[src/rtl/cnt74190_seq_if.sv]
// rtl/cnt74190_seq_if.sv - control and counter-side signal bundle for the cnt74190 sequencer
interface cnt74190_seq_if;
  logic       start;
  logic       stop;
  logic [1:0] mode;
  logic       dir;
  logic [3:0] preset;
  logic [3:0] cycles;
  logic [3:0] q;
  logic       max_min;
  logic       load;
  logic       ce;
  logic       up_down;
  logic [3:0] p;
  logic       busy;
  logic       done;
  logic       err;
  logic [3:0] evt_cnt;

  modport master (
    output start, stop, mode, dir, preset, cycles, q, max_min,
    input  load, ce, up_down, p, busy, done, err, evt_cnt
  );

  modport slave (
    input  start, stop, mode, dir, preset, cycles, q, max_min,
    output load, ce, up_down, p, busy, done, err, evt_cnt
  );
endinterface

[src/rtl/cnt74190_seq.sv]
// rtl/cnt74190_seq.sv - programmable timer sequencer driving one cnt74190 BCD counter
module cnt74190_seq (
  input  logic          clk_i,
  input  logic          rst_i,
  cnt74190_seq_if.slave bus
);

  typedef enum logic [1:0] {S_IDLE, S_LOAD, S_RUN, S_DONE} state_e;

  localparam logic [1:0] MODE_ONESHOT  = 2'b00;
  localparam logic [1:0] MODE_PERIODIC = 2'b01;
  localparam logic [1:0] MODE_BOUNCE   = 2'b10;
  localparam logic [1:0] MODE_FREE     = 2'b11;

  state_e     state_q;
  logic [1:0] mode_q;
  logic [3:0] cycles_q;
  logic [3:0] p_q;
  logic       up_down_q;
  logic       load_q;
  logic       ce_q;
  logic       busy_q;
  logic       done_q;
  logic       err_q;
  logic [3:0] evt_cnt_q;

  logic [4:0] evt_inc;
  logic [3:0] evt_cnt_d;
  logic       complete_d;
  logic       terminal;

  always_comb begin
    evt_inc    = {1'b0, evt_cnt_q} + 5'd1;
    evt_cnt_d  = (evt_cnt_q == 4'd15) ? 4'd15 : evt_inc[3:0];
    complete_d = (mode_q == MODE_ONESHOT) ||
                 ((cycles_q != 4'd0) && (evt_inc == {1'b0, cycles_q}));
    terminal   = (state_q == S_RUN) && bus.max_min;
  end

  always_ff @(posedge clk_i) begin
    if (rst_i) begin
      state_q   <= S_IDLE;
      mode_q    <= MODE_ONESHOT;
      cycles_q  <= 4'd0;
      p_q       <= 4'd0;
      up_down_q <= 1'b0;
      load_q    <= 1'b1;
      ce_q      <= 1'b1;
      busy_q    <= 1'b0;
      done_q    <= 1'b0;
      err_q     <= 1'b0;
      evt_cnt_q <= 4'd0;
    end else begin
      done_q <= 1'b0;
      err_q  <= 1'b0;
      case (state_q)
        S_IDLE: begin
          if (bus.start && !bus.stop) begin
            if (bus.preset > 4'd9) begin
              err_q <= 1'b1;
            end else begin
              p_q       <= bus.preset;
              up_down_q <= bus.dir;
              mode_q    <= bus.mode;
              cycles_q  <= bus.cycles;
              evt_cnt_q <= 4'd0;
              load_q    <= 1'b0;
              ce_q      <= 1'b1;
              busy_q    <= 1'b1;
              state_q   <= S_LOAD;
            end
          end
        end
        S_LOAD: begin
          load_q <= 1'b1;
          if (bus.stop) begin
            busy_q  <= 1'b0;
            state_q <= S_IDLE;
          end else begin
            ce_q    <= 1'b0;
            state_q <= S_RUN;
          end
        end
        S_RUN: begin
          // STOP beats a coincident terminal event, so the event is not counted
          if (bus.stop) begin
            ce_q    <= 1'b1;
            load_q  <= 1'b1;
            busy_q  <= 1'b0;
            state_q <= S_IDLE;
          end else if (terminal) begin
            evt_cnt_q <= evt_cnt_d;
            if (complete_d) begin
              ce_q    <= 1'b1;
              busy_q  <= 1'b0;
              done_q  <= 1'b1;
              state_q <= S_DONE;
            end else begin
              case (mode_q)
                MODE_PERIODIC: begin
                  load_q  <= 1'b0;
                  ce_q    <= 1'b1;
                  state_q <= S_LOAD;
                end
                MODE_BOUNCE: up_down_q <= ~up_down_q;
                default: ;
              endcase
            end
          end
        end
        S_DONE: begin
          ce_q    <= 1'b1;
          load_q  <= 1'b1;
          state_q <= S_IDLE;
        end
        default: state_q <= S_IDLE;
      endcase
    end
  end

  // Holding CE high while MAX_MIN is up keeps the counter from wrapping outside FREE mode
  assign bus.ce      = ce_q | (terminal && (mode_q != MODE_FREE));
  assign bus.load    = load_q;
  assign bus.up_down = up_down_q;
  assign bus.p       = p_q;
  assign bus.busy    = busy_q;
  assign bus.done    = done_q;
  assign bus.err     = err_q;
  assign bus.evt_cnt = evt_cnt_q;

endmodule

[src/flat_wrapper.sv]
// flat-port wrapper written by rule: the top's interface ports become plain ports
module cnt74190_seq_flat 
  (clk_i, rst_i, bus_start, bus_stop, bus_mode, bus_dir, bus_preset, bus_cycles, bus_q, bus_max_min, bus_load, bus_ce, bus_up_down, bus_p, bus_busy, bus_done, bus_err, bus_evt_cnt);
  cnt74190_seq_if bus_i ();
  input  logic clk_i;
  input  logic rst_i;
  input wire logic [$bits(bus_i.start)-1:0] bus_start;
  input wire logic [$bits(bus_i.stop)-1:0] bus_stop;
  input wire logic [$bits(bus_i.mode)-1:0] bus_mode;
  input wire logic [$bits(bus_i.dir)-1:0] bus_dir;
  input wire logic [$bits(bus_i.preset)-1:0] bus_preset;
  input wire logic [$bits(bus_i.cycles)-1:0] bus_cycles;
  input wire logic [$bits(bus_i.q)-1:0] bus_q;
  input wire logic [$bits(bus_i.max_min)-1:0] bus_max_min;
  output wire logic [$bits(bus_i.load)-1:0] bus_load;
  output wire logic [$bits(bus_i.ce)-1:0] bus_ce;
  output wire logic [$bits(bus_i.up_down)-1:0] bus_up_down;
  output wire logic [$bits(bus_i.p)-1:0] bus_p;
  output wire logic [$bits(bus_i.busy)-1:0] bus_busy;
  output wire logic [$bits(bus_i.done)-1:0] bus_done;
  output wire logic [$bits(bus_i.err)-1:0] bus_err;
  output wire logic [$bits(bus_i.evt_cnt)-1:0] bus_evt_cnt;
  assign bus_i.start = bus_start;
  assign bus_i.stop = bus_stop;
  assign bus_i.mode = bus_mode;
  assign bus_i.dir = bus_dir;
  assign bus_i.preset = bus_preset;
  assign bus_i.cycles = bus_cycles;
  assign bus_i.q = bus_q;
  assign bus_i.max_min = bus_max_min;
  assign bus_load = bus_i.load;
  assign bus_ce = bus_i.ce;
  assign bus_up_down = bus_i.up_down;
  assign bus_p = bus_i.p;
  assign bus_busy = bus_i.busy;
  assign bus_done = bus_i.done;
  assign bus_err = bus_i.err;
  assign bus_evt_cnt = bus_i.evt_cnt;
  cnt74190_seq u_core (.clk_i(clk_i), .rst_i(rst_i), .bus(bus_i));
endmodule
[config.mk]
export PLATFORM = sky130hd
export DESIGN_NAME = cnt74190_seq_flat
export DESIGN_NICKNAME = d
export VERILOG_FILES = /design/src/rtl/cnt74190_seq_if.sv /design/src/rtl/cnt74190_seq.sv /design/src/flat_wrapper.sv
export SDC_FILE = /design/constraint.sdc
export NUM_CORES = 1
export LEC_CHECK = 0
export CAP_MARGIN = 15
export CORE_MARGIN = 5
export CORE_UTILIZATION = 30
export CTS_CLUSTER_DIAMETER = 50
export CTS_CLUSTER_SIZE = 25
export DETAILED_ROUTE_END_ITERATION = 6
export GPL_ROUTABILITY_DRIVEN = 0
export HOLD_SLACK_MARGIN = 0.02
export PLACE_DENSITY = 0.65
export SETUP_SLACK_MARGIN = 0.4
export SLEW_MARGIN = 20
export SYNTH_ARGS = -nofsm -noshare
export SYNTH_HDL_FRONTEND = slang
export SYNTH_SLANG_ARGS = --single-unit
[constraint.sdc]
create_clock -name clk_i -period 2.65 [get_ports clk_i]
set_input_delay 0.53 -clock clk_i [delete_from_list [all_inputs] [get_ports clk_i]]
set_output_delay 0.53 -clock clk_i [all_outputs]
set_load 0.005 [all_outputs]
# After elaboration in Yosys (flattened, before gate mapping)
# Index checks and enable logic that the tools add are counted.
[totals] wordCells=105 reg_bits=22 input_bits=20 output_inout_bits=14
[op_classes] add_sub_neg=1 n_lt_le_gt_ge=1 n_mux=43 n_eq_ne=21 n_reduce_logical=21 n_bitwise=7
[op_table] op="1-bit two-way mux" count=25
[op_table] op="4-bit two-way mux" count=5
[op_table] op="5-bit AND reduction" count=3
[op_table] op="2-bit two-way mux" count=7
[op_table] op="2-bit inequality test, second input constant" count=7
[op_table] op="2-bit case mux with 4 select lines" count=1
[op_table] op="4-bit case mux with 2 select lines" count=1
[op_table] op="7-bit AND reduction" count=1
[op_table] op="2-bit == test, second input constant" count=3
[op_table] op="3-bit by 2-bit inequality test with 1-bit output, second input constant" count=2
[op_table] op="3-bit inequality test, second input constant" count=2
[op_table] op="1-bit NOT" count=6
[op_table] op="1-bit case mux with 3 select lines" count=2
[op_table] op="6-bit AND reduction" count=1
[op_table] op="4-bit by 1-bit adder with 5-bit output, second input constant" count=1
[op_table] op="5-bit by 4-bit == test with 1-bit output" count=1
[op_table] op="2-bit by 1-bit == test with 1-bit output, second input constant" count=2
[op_table] op="4-bit == test, second input constant" count=1
[op_table] op="4-bit > comparator, second input constant" count=1
[op_table] op="1-bit logical AND" count=4
[op_table] op="2-bit logical NOT" count=2
[op_table] op="2-bit by 1-bit inequality test with 1-bit output, second input constant" count=2
[op_table] op="4-bit by 3-bit inequality test with 1-bit output, second input constant" count=1
[op_table] op="1-bit case mux with 4 select lines" count=1
[op_table] op="12 further kinds" count=12

# Depth between registers and ports, before layout
# Gate-level depths: netlist (run 1).
[logic_depth] depth_word=8 ltp_mapped=7

# Worst setup path before layout (run 1)
# No wires, ideal clock.
[synth_path] path_type="register to register" startpoint="register u_core.evt_cnt_q[0] (netlist: u_core.bus.evt_cnt[0])" endpoint="register u_core.busy_q (netlist: u_core.bus.busy)" path_buffers=0 arrival_time_ps=1896 slack_ps=632 setup_ps=121 path_stages_with_launch=7 path_cell_list="dfxtp_1 > ha_1 > xor2_1 > or3_1 > a211oi_4 > o31a_1 > mux2_4"
[synth_via] elab_chain_len=6
[synth_rtl] element="start: declaration" line="cnt74190_seq.sv:25" text="logic [3:0] evt_cnt_q;"
[synth_rtl] element="start signal: assignment" line="cnt74190_seq.sv:92" text="evt_cnt_q <= evt_cnt_d;"
[synth_rtl] element="4-bit by 1-bit adder with 5-bit output" line="cnt74190_seq.sv:33" text="evt_inc = {1'b0, evt_cnt_q} + 5'd1;"
[synth_rtl] element="5-bit by 4-bit == test with 1-bit output" line="cnt74190_seq.sv:36" text="((cycles_q != 4'd0) && (evt_inc == {1'b0, cycles_q}));"
[synth_rtl] element="1-bit logical AND" line="cnt74190_seq.sv:36"
[synth_rtl] element="1-bit logical OR" line="cnt74190_seq.sv:35" text="complete_d = (mode_q == MODE_ONESHOT) ||"
[synth_rtl] element="3-bit by 2-bit inequality test with 1-bit output (no line)"
[synth_rtl] element="6-bit AND reduction (no line)"
[synth_rtl] element="end signal: assignment" line="cnt74190_seq.sv:49" text="busy_q <= 1'b0;"
[synth_rtl] element="end signal: assignment" line="cnt74190_seq.sv:69" text="busy_q <= 1'b1;"
[synth_rtl] element="end signal: assignment" line="cnt74190_seq.sv:77" text="busy_q <= 1'b0;"
[synth_rtl] element="end: declaration" line="cnt74190_seq.sv:22" text="logic busy_q;"
# No other way between the ends.
# A chain may end at the register's enable or synchronous reset.

# Worst setup path after layout (run 1)
[layout_path] startpoint="register u_core.state_q[0]" endpoint="output port bus_ce"
[layout_via] elab_chain_len=4
[layout_rtl] element="start: declaration" line="cnt74190_seq.sv:15" text="state_e state_q;"
[layout_rtl] element="start signal: assignment" line="cnt74190_seq.sv:42" text="state_q <= S_IDLE;"
[layout_rtl] element="start signal: assignment" line="cnt74190_seq.sv:70" text="state_q <= S_LOAD;"
[layout_rtl] element="start signal: assignment" line="cnt74190_seq.sv:78" text="state_q <= S_IDLE;"
[layout_rtl] element="2-bit == test" line="cnt74190_seq.sv:37" text="terminal = (state_q == S_RUN) && bus.max_min;"
[layout_rtl] element="1-bit logical AND" line="cnt74190_seq.sv:37"
[layout_rtl] element="1-bit logical AND" line="cnt74190_seq.sv:122" text="assign bus.ce = ce_q | (terminal && (mode_q != MODE_FREE));"
[layout_rtl] element="1-bit OR" line="cnt74190_seq.sv:122"
[layout_rtl] element="end: declaration" line="flat_wrapper.sv:16" text="output wire logic [$bits(bus_i.ce)-1:0] bus_ce;"
# No other way between the ends.

==> results of run 1 <==
-- worst max-delay path by stage --
stage / cells past startpoint / to / start
5_1_grt: 4 / bus_ce / u_core.state_q[0]$_SDFFE_PP0P_
6_report: 4 / bus_ce / u_core.state_q[0]$_SDFFE_PP0P_
3_3_place_gp: 3 / bus_ce / bus_max_min
2_1_floorplan: 6 / u_core.bus.busy$_SDFFE_PP0P_ / u_core.bus.evt_cnt[0]$_SDFFE_PP0P_
4_1_cts: 4 / bus_ce / u_core.state_q[0]$_SDFFE_PP0P_
3_5_place_dp: 3 / bus_ce / bus_max_min
-- final cells by class --
cell class | instances | area [um2]
inverters | 8 | 30.0
fillers | 448 | 2530
repair buffers | 37 | 349
multi-input cells | 116 | 855
flip-flops and latches | 22 | 444
well taps | 52 | 65.1
clock buffers | 4 | 55.1
-- cells by family after synthesis --
kind of cell / after synthesis / share of synthesized area, %
muxes: 12 / 9.36
AOI/OAI and AO/OA: 40 / 21.7
xor gates and xnor gates: 5 / 3.84
and+or+nand+nor: 53 / 22.3
buffers and inverters: 13 / 4.21
DFF: 22 / 33.0
adders and majority gates: 6 / 5.62
-- metal layers --
layer	wire length [um]	GRT usage [%]	share of wire, %
met4	38	3.67	1.2
met3	132	2.93	4.3
met5	0	0	0
met2	1360	16.0	44
met1	1540	14.4	50
-- worst max-delay path, cell delays in order (launching register included) --
cell             delay, ns
dfxtp_2               0.35
inv_1                 0.12
ha_4                  0.18
a31o_2                0.17
clkdlybuf4s50_1       0.50
-- synth_stat cells, types with 2 or more instances --
cell type / instances
a211oi_1: 4
a21boi_0: 2
a21oi_1: 5
and2_1: 2
clkbuf_1: 4
dfxtp_1: 22
ha_1: 6
inv_1: 8
mux2i_1: 11
nand2_1: 7
nand2b_1: 3
nand3_1: 5
nor2_1: 18
nor2b_1: 5
nor3_1: 2
nor3b_1: 2
o21a_1: 2
o21ai_0: 8
o31ai_1: 2
xor2_1: 3
-- power by group --
group | switching (mW) | internal (mW)
registers | 0.0148 | 0.349
clock network | 0.115 | 0.133
logic | 0.0879 | 0.0964
-- flip-flops by register name, indices dropped and copies added (netlist names) --
register and cells:
u_core.bus.busy 1, u_core.bus.err 1, u_core.cycles_q 4, u_core.bus.up_down 1, u_core.mode_q 2, u_core.bus.done 1
u_core.state_q 2, u_core.bus.evt_cnt 4, u_core.ce_q 1, u_core.bus.load 1, u_core.bus.p 4
-- metrics by stage --
stage                     instances  hold slack, ns  area [um2]  util (%)  setup WS (ns)
final                           239           0.468        1800      41.6          0.526
after detailed placement        232           0.453        1700      39.4          0.271
after global routing            239           0.488        1800      41.6          0.460
after global placement          232           0.450        1700      39.4          0.277
after CTS                       236           0.469        1770      40.9          0.417
after floorplan                 151           0.450        1340         -          0.632
-- timing repair --
| item | CTS | global route |
|---|---|---|
| buffers inserted | 0 | 3 |
| gates resized for setup | 3 | 4 |
| setup endpoints to repair | 1 | 2 |
| endpoints found under the hold margin | 0 | 0 |
| pin swaps | 0 | 2 |
==> impl_metrics.py, run 1 <==
metrics = {
    "run_status": {
        "status": "finished, final reports clean",
    },
    "global_route": {
        "grt_overflow": 0,
        "grt_antenna_before_repair": 0,
        "grt_max_degree": 29,
        "grt_pass1_wl_um": 5220,
        "grt_pass1_vias": 1124,
        "gr-usage-all-layers_pct": 10.6,
    },
    "hold_path": {
        "holdCritStartpoint": "u_core.bus.p[3]$_SDFFE_PP0P_",
        "worstHoldEndpoint": "u_core.bus.p[3]$_SDFFE_PP0P_",
        "holdPathStages": 2,
        "hold_class": "flop to flop",
    },
    "floorplanning": {
        "start_util_pct": 30.9,
        "die_w_um": 76.7,
        "ios": 34,
        "rows": 24,
        "die_area_mm2": 0.00589,
        "core_area_mm2": 0.00432,
        "die_h_um": 76.7,
    },
    "placement": {
        "port-buffer-count": 29,
        "dp_hpwl_um": 2220,
    },
    "synthesis": {
        "postSynthAreaPerCell_um2": 8.85,
        "syn_area_mm2": 0.00134,
        "synth_edf_count": 0,
        "ys_types": 50,
        "yosysTopAreaCellShare_pct": 33.0,
        "async_flop_share_pct": 0,
        "yosysTopAreaCell": "dfxtp_1",
        "synth_seq_cells": 22,
        "synthCells": 151,
        "seq_area_frac_synth_pct": 33.0,
        "syn_nets": 177,
        "yosys_warnings": 0,
        "synthFlopType": "dfxtp_1",
        "ys_top_cells_by_area": "dfxtp_1 (33%), mux2i_1 (8.2%), ha_1 (5.6%)",
    },
    "setup_path": {
        "crit-reg2reg-launch": "u_core.bus.evt_cnt[1]$_SDFFE_PP0P_",
        "rrSetupSlack_ns": 0.57,
        "critPathKind": "flop to output port",
        "worstPathArrival_ns": 1.59,
        "required_ns": 2.12,
        "reg2regPathDepth": 6,
        "critical_path.startpoint_type": "flop",
        "r2r-end": "u_core.bus.busy$_SDFFE_PP0P_",
        "crit_fanout": 6,
        "end_kind": "output port",
    },
    "cells_and_area": {
        "syn2layout_area_growth_pct": 34.6,
        "final_common_cell": "clkdlybuf4s50_1",
        "diodes": 0,
        "drive_above_1_share_pct": 13.4,
        "finalNetCount": 214,
        "final_cell_mix": "clkdlybuf4s50_1 (28), dfxtp_1 (19), nor2_1 (18), mux2i_1 (11)",
    },
    "sta": {
        "fin_crit_sh_pct": 80.2,
        "finalSetupViolCount": 0,
        "worst_pin_slew_ns": 0.480,
        "timing.slew.headroom_pct": 67.9,
        "fmax_mhz": 471,
        "setup_tns_ns": 0,
        "worst_clock_skew_ns": 0.00887,
        "finalHoldViolCount": 0,
        "final_max_slew_viol_count": 0,
        "rsz0062_at_grt": "no",
        "layout_min_cycle_time_ns": 2.12,
    },
    "route": {
        "drt_iter0_markers": 50,
        "vias_per_cell": 4.89,
        "vias": 1169,
        "wire_per_inst_um": 12.8,
        "antenna_left": 0,
        "wl_um": 3070,
        "drcViolationCount": 0,
        "first_pass_iters": 4,
    },
    "clocking": {
        "cts_buffer_depth": 2,
        "cts_num_sinks": 22,
        "clkLatencyLatePin_ns": 0.27,
        "ctsHoldBuffers": 0,
        "cts_buffers": 3,
        "cts_max_level": 1,
        "cts_root_buf": "clkbuf_8",
        "clk_pin_slew_ns": 0.09,
        "cts_tree": "yes",
    },
    "power_and_ir_drop": {
        "leakagePower_nw": 0.692,
        "total_power_uw": 796,
        "power.density_mw_per_mm2": 443,
        "peakVddDrop_v": 0.000228,
    },
    "job": {
        "drv_cap": 0,
    },
}
No activity file was read; power rests on OpenSTA's default activity.
==> run 2, diff against run 1 <==
PLACE_DENSITY = 0.67   (was 0.65)
clock period = 1.72 ns   (was 2.65 ns; I/O delays follow)
==> run 2 against run 1 <==
  * The run now ends with negative setup slack left
  * Final cell count up 16%
  * Flip-flop and latch count unchanged
  * Cell area increased by 31%
  * Worst hold slack better by 0.0072 ns
  * Clock power up 35%
  * Sequential power grew 52%
  * Largest cell class unchanged
==> impl_metrics.py, run 2 (same netlist as run 1, synthesis figures left out) <==
metrics = {
    "placement": {
        "dp_hpwl_um": 2750,
        "port-buffer-count": 29,
        "dp.cells": 265,
    },
    "hold_path": {
        "hold_class": "flop to flop",
        "holdCritStartpoint": "u_core.bus.p[3]$_SDFFE_PP0P_",
        "worstHoldEndpoint": "u_core.bus.p[3]$_SDFFE_PP0P_",
        "holdPathStages": 2,
    },
    "setup_path": {
        "reg2regPathDepth": 6,
        "end_kind": "flop",
        "path_buf_inv": 0,
        "crit_chain": "ha_4, xor2_2, or3_4, a211oi_4, o31a_1, mux2_4",
        "crit_fanout": 2,
        "crit_path_top_delay_cell": "dfxtp_4",
        "r2r-end": "u_core.bus.busy$_SDFFE_PP0P_",
        "worstPathArrival_ns": 1.97,
        "cpPeakStageDelay_ns": 0.36,
        "critPathKind": "flop to flop",
        "critical_path.startpoint_type": "flop",
        "crit-reg2reg-launch": "u_core.bus.evt_cnt[0]$_SDFFE_PP0P_",
        "crit_family": "compound AO/OA/AOI/OAI gates",
        "required_ns": 1.89,
        "rrSetupSlack_ns": -0.09,
    },
    "floorplanning": {
        "core_area_mm2": 0.00432,
        "die_h_um": 76.7,
        "ios": 34,
        "die_w_um": 76.7,
        "rows": 24,
        "die_area_mm2": 0.00589,
        "start_util_pct": 30.9,
    },
    "route": {
        "drt_iter0_markers": 61,
        "antenna_left": 0,
        "wl_um": 4100,
        "drcViolationCount": 0,
        "vias": 1409,
        "vias_per_cell": 5.09,
        "wire_per_inst_um": 14.8,
        "first_pass_iters": 4,
    },
    "cells_and_area": {
        "syn2layout_area_growth_pct": 75.9,
        "final_cell_mix": "buf_4 (36), nor2_1 (16), dlygate4sd2_1 (14), buf_6 (13)",
        "layoutNonFillerInstCount": 277,
        "seq_area_um2": 464,
        "final_common_cell": "buf_4",
        "n_fill_cell": 416,
        "diodes": 0,
        "drive_above_1_share_pct": 46.7,
        "finalNetCount": 253,
        "multiInputGateArea_mm2": 0.00107,
    },
    "global_route": {
        "grt_pass1_vias": 1452,
        "met2_usage_pct": 22.8,
        "use_met1_pct": 15.1,
        "busiest_layer": "met2",
        "gr-usage-all-layers_pct": 12.8,
        "met3_usage_pct": 3.40,
        "grt_pass1_wl_um": 6350,
        "grt_overflow": 0,
        "grt_antenna_before_repair": 0,
        "grt_max_degree": 29,
    },
    "clocking": {
        "clkLatencyLatePin_ns": 0.27,
        "cts_num_sinks": 22,
        "cts_max_level": 1,
        "cts_buffers": 3,
        "cts_tree": "yes",
        "cts_buffer_depth": 2,
        "clk_pin_slew_ns": 0.08,
        "cts_root_buf": "clkbuf_8",
    },
    "run_status": {
        "status": "finished, violations left",
        "violations": "negative setup slack",
    },
    "power_and_ir_drop": {
        "switching_share_pct": 30.2,
        "power_frac_seq_pct": 41.2,
        "intPower_uw": 937,
        "peakVddDrop_v": 0.000311,
        "power.density_mw_per_mm2": 572,
        "switchingPower_uw": 407,
        "clkPwrFrac_pct": 25.0,
        "power_frac_comb_pct": 33.8,
        "leakagePower_nw": 1.01,
    },
    "sta": {
        "fmax_mhz": 553,
        "layout_min_cycle_time_ns": 1.81,
        "final_max_slew_viol_count": 0,
        "timing.slew.headroom_pct": 76.8,
        "final.setup.worst_slack_ns": -0.0868,
        "fin_crit_sh_pct": 105,
        "rsz0062_at_grt": "yes",
        "finalSetupViolCount": 5,
        "worst_clock_skew_ns": 0.00508,
        "whs_ns": 0.476,
        "worst_pin_slew_ns": 0.349,
        "finalHoldViolCount": 0,
    },
    "job": {
        "drv_cap": 0,
    },
}
## run 2: cell count changes in the layout (fill, tap and decap cells not counted), sizes merged
cell / change
clkdlybuf4s50: -19
dlygate4sd2: +13
buf: +41
clkdlybuf4s15: +1
dlymetal6s2s: +2
## run 2: what timing repair did
action | CTS | global route
cloned | 0 | 0
setup buffers | 4 | 5
pin swaps | 21 | 9
hold buffers | 0 | 0
resized for setup | 55 | 30
endpoints found under the hold margin | 0 | 0
setup endpoints to repair | 36 | 27
## run 2: worst min-delay path, delay by kind of cell, from the launching register on
kind / cells / cell delay (ns)
AOI/OAI and AO/OA: 1 / 0.06
buffers and inverters: 1 / 0.06
DFF: 1 / 0.32
## run 2: routing by layer
metal / part of all wire, % / vias up / routed length, um
met5: 0 / - / 0
met4: 0.93 / 0 / 38
met3: 4.4 / 4 / 182
met2: 53 / 32 / 2160
met1: 42 / 675 / 1720
li1: - / 698 / -
## run 2: cell type report
type                            instances  area share [%]
Clock buffer                            3            1.76
Inverter                                8            1.60
Multi-Input combinational cell        116            45.6
Sequential cell                        22            19.7
Tap cell                               52            2.77
Timing Repair Buffer                   76            28.5
## run 2: worst max-delay path by stage
stage                                            start                         endpoint  slack [ns]  cells past startpoint
finish              u_core.bus.evt_cnt[0]$_SDFFE_PP0P_     u_core.bus.busy$_SDFFE_PP0P_       -0.09                      6
detailed placement                       bus_preset[1]  u_core.bus.up_down$_SDFFE_PP0P_       -0.46                      6
global placement                         bus_preset[1]  u_core.bus.up_down$_SDFFE_PP0P_       -0.46                      6
floorplan           u_core.bus.evt_cnt[0]$_SDFFE_PP0P_     u_core.bus.busy$_SDFFE_PP0P_       -0.18                      6
CTS                 u_core.bus.evt_cnt[0]$_SDFFE_PP0P_     u_core.bus.busy$_SDFFE_PP0P_       -0.11                      6
global route        u_core.bus.evt_cnt[0]$_SDFFE_PP0P_  u_core.bus.up_down$_SDFFE_PP0P_       -0.15                      8
## run 2: power by group through the flow
stage / Combinational (mW) / Sequential [mW] / Clock [mW]
after floorplan: 0.192 / 0.568 / 0
after CTS: 0.406 / 0.553 / 0.346
after detailed placement: 0.379 / 0.566 / 0
after global placement: 0.376 / 0.565 / 0
after global routing: 0.489 / 0.559 / 0.365
final: 0.454 / 0.554 / 0.336
## run 2: metrics by stage
step | power [mW] | cell area [um2] | setup WS, ns | setup TNS [ns] | util [%]
5_1_grt | 1.41 | 2350 | -0.155 | -0.659 | 54.4
3_3_place_gp | 0.941 | 2040 | -0.457 | -4.73 | 47.2
3_5_place_dp | 0.944 | 2040 | -0.459 | -5.08 | 47.2
4_1_cts | 1.31 | 2200 | -0.107 | -0.237 | 50.9
2_1_floorplan | 0.760 | 1430 | -0.182 | -0.271 | -
6_report | 1.34 | 2350 | -0.0868 | -0.199 | 54.4
==> run 3, diff against run 2 <==
GPL_TIMING_DRIVEN = 0   (was unset)
TNS_END_PERCENT = 20   (was unset)
==> run 3 against run 2 <==
  * The run still ends with negative setup slack left
  * Final cell count is 10% lower
  * Cell area down 13%
  * Register-to-register slack got worse by 0.05 ns
  * Non-clock buffer count shrank 29
  * Count of clock-buffer cells in the layout increased by 1
  * Clock skew rose by 0.0029 ns
  * Combinational power decreased by 24%
  * Core utilization decreased by 6.9 points
  * Via count fell by 8.4%
  * Total power down 4.6%
  * Global-route usage decreased by 0.39 points
  * Largest cell class unchanged
  * Largest power group unchanged
==> impl_metrics.py, run 3 (same netlist as run 1, synthesis figures left out) <==
metrics = {
    "floorplanning": {
        "ios": 34,
        "die_area_mm2": 0.00589,
        "die_w_um": 76.7,
        "start_util_pct": 30.9,
        "core_area_mm2": 0.00432,
        "die_h_um": 76.7,
        "rows": 24,
    },
    "global_route": {
        "grt_overflow": 0,
        "grt_pass1_wl_um": 6150,
        "gr-usage-all-layers_pct": 12.4,
        "grt_pass1_vias": 1343,
        "grt_antenna_before_repair": 0,
        "grt_max_degree": 13,
    },
    "setup_path": {
        "r2r-end": "u_core.bus.up_down$_SDFFE_PP0P_",
        "end_kind": "flop",
        "path_buf_inv": 2,
        "crit_chain": "inv_4, ha_4, buf_12, nand2b_4, or4b_1, or4_4, o311ai_4",
        "cpPeakStageDelay_ns": 0.51,
        "critPathKind": "flop to flop",
        "crit_family": "simple AND/OR/NAND/NOR gates",
        "required_ns": 1.90,
        "rrSetupSlack_ns": -0.14,
        "reg2regPathDepth": 7,
        "worstPathArrival_ns": 2.04,
        "crit_path_top_delay_cell": "or4b_1",
        "crit-reg2reg-launch": "u_core.state_q[0]$_SDFFE_PP0P_",
        "crit_fanout": 4,
        "critical_path.startpoint_type": "flop",
    },
    "route": {
        "vias_per_cell": 5.18,
        "antenna_left": 0,
        "first_pass_iters": 4,
        "drt_iter0_markers": 119,
        "vias": 1291,
        "wl_um": 3690,
        "wire_per_inst_um": 14.8,
        "drcViolationCount": 0,
    },
    "placement": {
        "placed_cell_area_mm2": 0.00175,
        "dp.cells": 231,
        "dp_slack_ns": -0.682,
        "dp_hpwl_um": 2420,
        "port-buffer-count": 28,
    },
    "sta": {
        "worst_pin_slew_ns": 0.369,
        "finalHoldViolCount": 0,
        "timing.slew.headroom_pct": 75.2,
        "worst_clock_skew_ns": 0.00799,
        "finalSetupViolCount": 10,
        "whs_ns": 0.440,
        "fin_crit_sh_pct": 108,
        "fmax_mhz": 538,
        "layout_min_cycle_time_ns": 1.86,
        "setup_tns_ns": -0.668,
        "final_max_slew_viol_count": 0,
        "rsz0062_at_grt": "yes",
        "final.setup.worst_slack_ns": -0.140,
    },
    "clocking": {
        "cts_buffers": 3,
        "cts_max_level": 1,
        "cts_tree": "yes",
        "clk_pin_slew_ns": 0.09,
        "cts_num_sinks": 22,
        "cts_root_buf": "clkbuf_8",
        "clkLatencyLatePin_ns": 0.26,
        "ctsHoldBuffers": 0,
        "cts_buffer_depth": 2,
    },
    "power_and_ir_drop": {
        "power.density_mw_per_mm2": 625,
        "leakagePower_nw": 0.835,
        "total_power_mw": 1.28,
        "peakVddDrop_v": 0.000499,
    },
    "hold_path": {
        "holdCritStartpoint": "bus_stop",
        "hold_class": "primary input to flop",
        "holdPathStages": 4,
        "worstHoldEndpoint": "u_core.state_q[1]$_SDFFE_PP0P_",
    },
    "cells_and_area": {
        "postLayoutCoreUtil_pct": 47.5,
        "final_common_cell": "nor2_1",
        "final_area_mm2": 0.00205,
        "syn2layout_area_growth_pct": 53.7,
        "layoutNonFillerInstCount": 249,
        "drive_above_1_share_pct": 33.0,
        "finalNetCount": 224,
        "diodes": 0,
        "final_cell_mix": "nor2_1 (17), dlygate4sd2_1 (14), dfxtp_1 (14), buf_4 (13), clkdlybuf4s50_1 (12)",
    },
    "run_status": {
        "violations": "negative setup slack",
        "status": "finished, violations left",
    },
    "job": {
        "drv_cap": 0,
    },
}
==> run 3: how the worst max path moves through the flow <==
stage	from	endpoint	slack [ns]	depth (start not counted)
after detailed placement	bus_preset[1]	u_core.bus.up_down$_SDFFE_PP0P_	-0.68	6
after CTS	u_core.bus.evt_cnt[0]$_SDFFE_PP0P_	u_core.bus.busy$_SDFFE_PP0P_	-0.15	6
final	u_core.state_q[0]$_SDFFE_PP0P_	u_core.bus.up_down$_SDFFE_PP0P_	-0.14	7
after floorplan	u_core.bus.evt_cnt[0]$_SDFFE_PP0P_	u_core.bus.busy$_SDFFE_PP0P_	-0.19	6
after global routing	u_core.state_q[0]$_SDFFE_PP0P_	u_core.bus.busy$_SDFFE_PP0P_	-0.24	8
after global placement	bus_preset[1]	u_core.bus.up_down$_SDFFE_PP0P_	-0.63	6
==> run 3: repair_timing <==
| action | CTS | global route |
|---|---|---|
| resized for setup | 53 | 10 |
| endpoints found under the setup margin | 36 | 26 |
| pin swaps | 10 | 9 |
| setup buffers | 14 | 0 |
| endpoints found under the hold margin | 0 | 0 |
==> run 3: per-layer routing <==
metal  track usage (%)  up-vias  wire (um)  share of wire, %
li1                  -      639          -                 -
met1              16.0      609       1690                46
met2              20.4       39       1760                48
met3              3.40        4        189               5.1
met4              2.97        0         49               1.3
met5                 0        -          0                 0
==> run 3: report_power, final <==
group	leakage, nW	internal (mW)	switching [mW]	total (mW)
Combinational	0.622	0.173	0.174	0.347
Sequential	0.184	0.533	0.0210	0.554
Clock	0.0288	0.204	0.177	0.381
==> run 3: layout make-up <==
class,count,area [um2]
clock buffers,4,55.1
inverters,8,35.0
flip-flops and latches,22,463
well taps,52,65.1
repair buffers,42,370
multi-input cells,116,1000
fillers,433,2270
plain buffers,5,60.1
==> run 3: worst min-delay path, delay by kind of cell <==
kind | cells | cell delay [ns]
simple gates | 1 | 0.07
buf+inv | 1 | 0.13
mux | 1 | 0.06
compound gates | 1 | 0.06
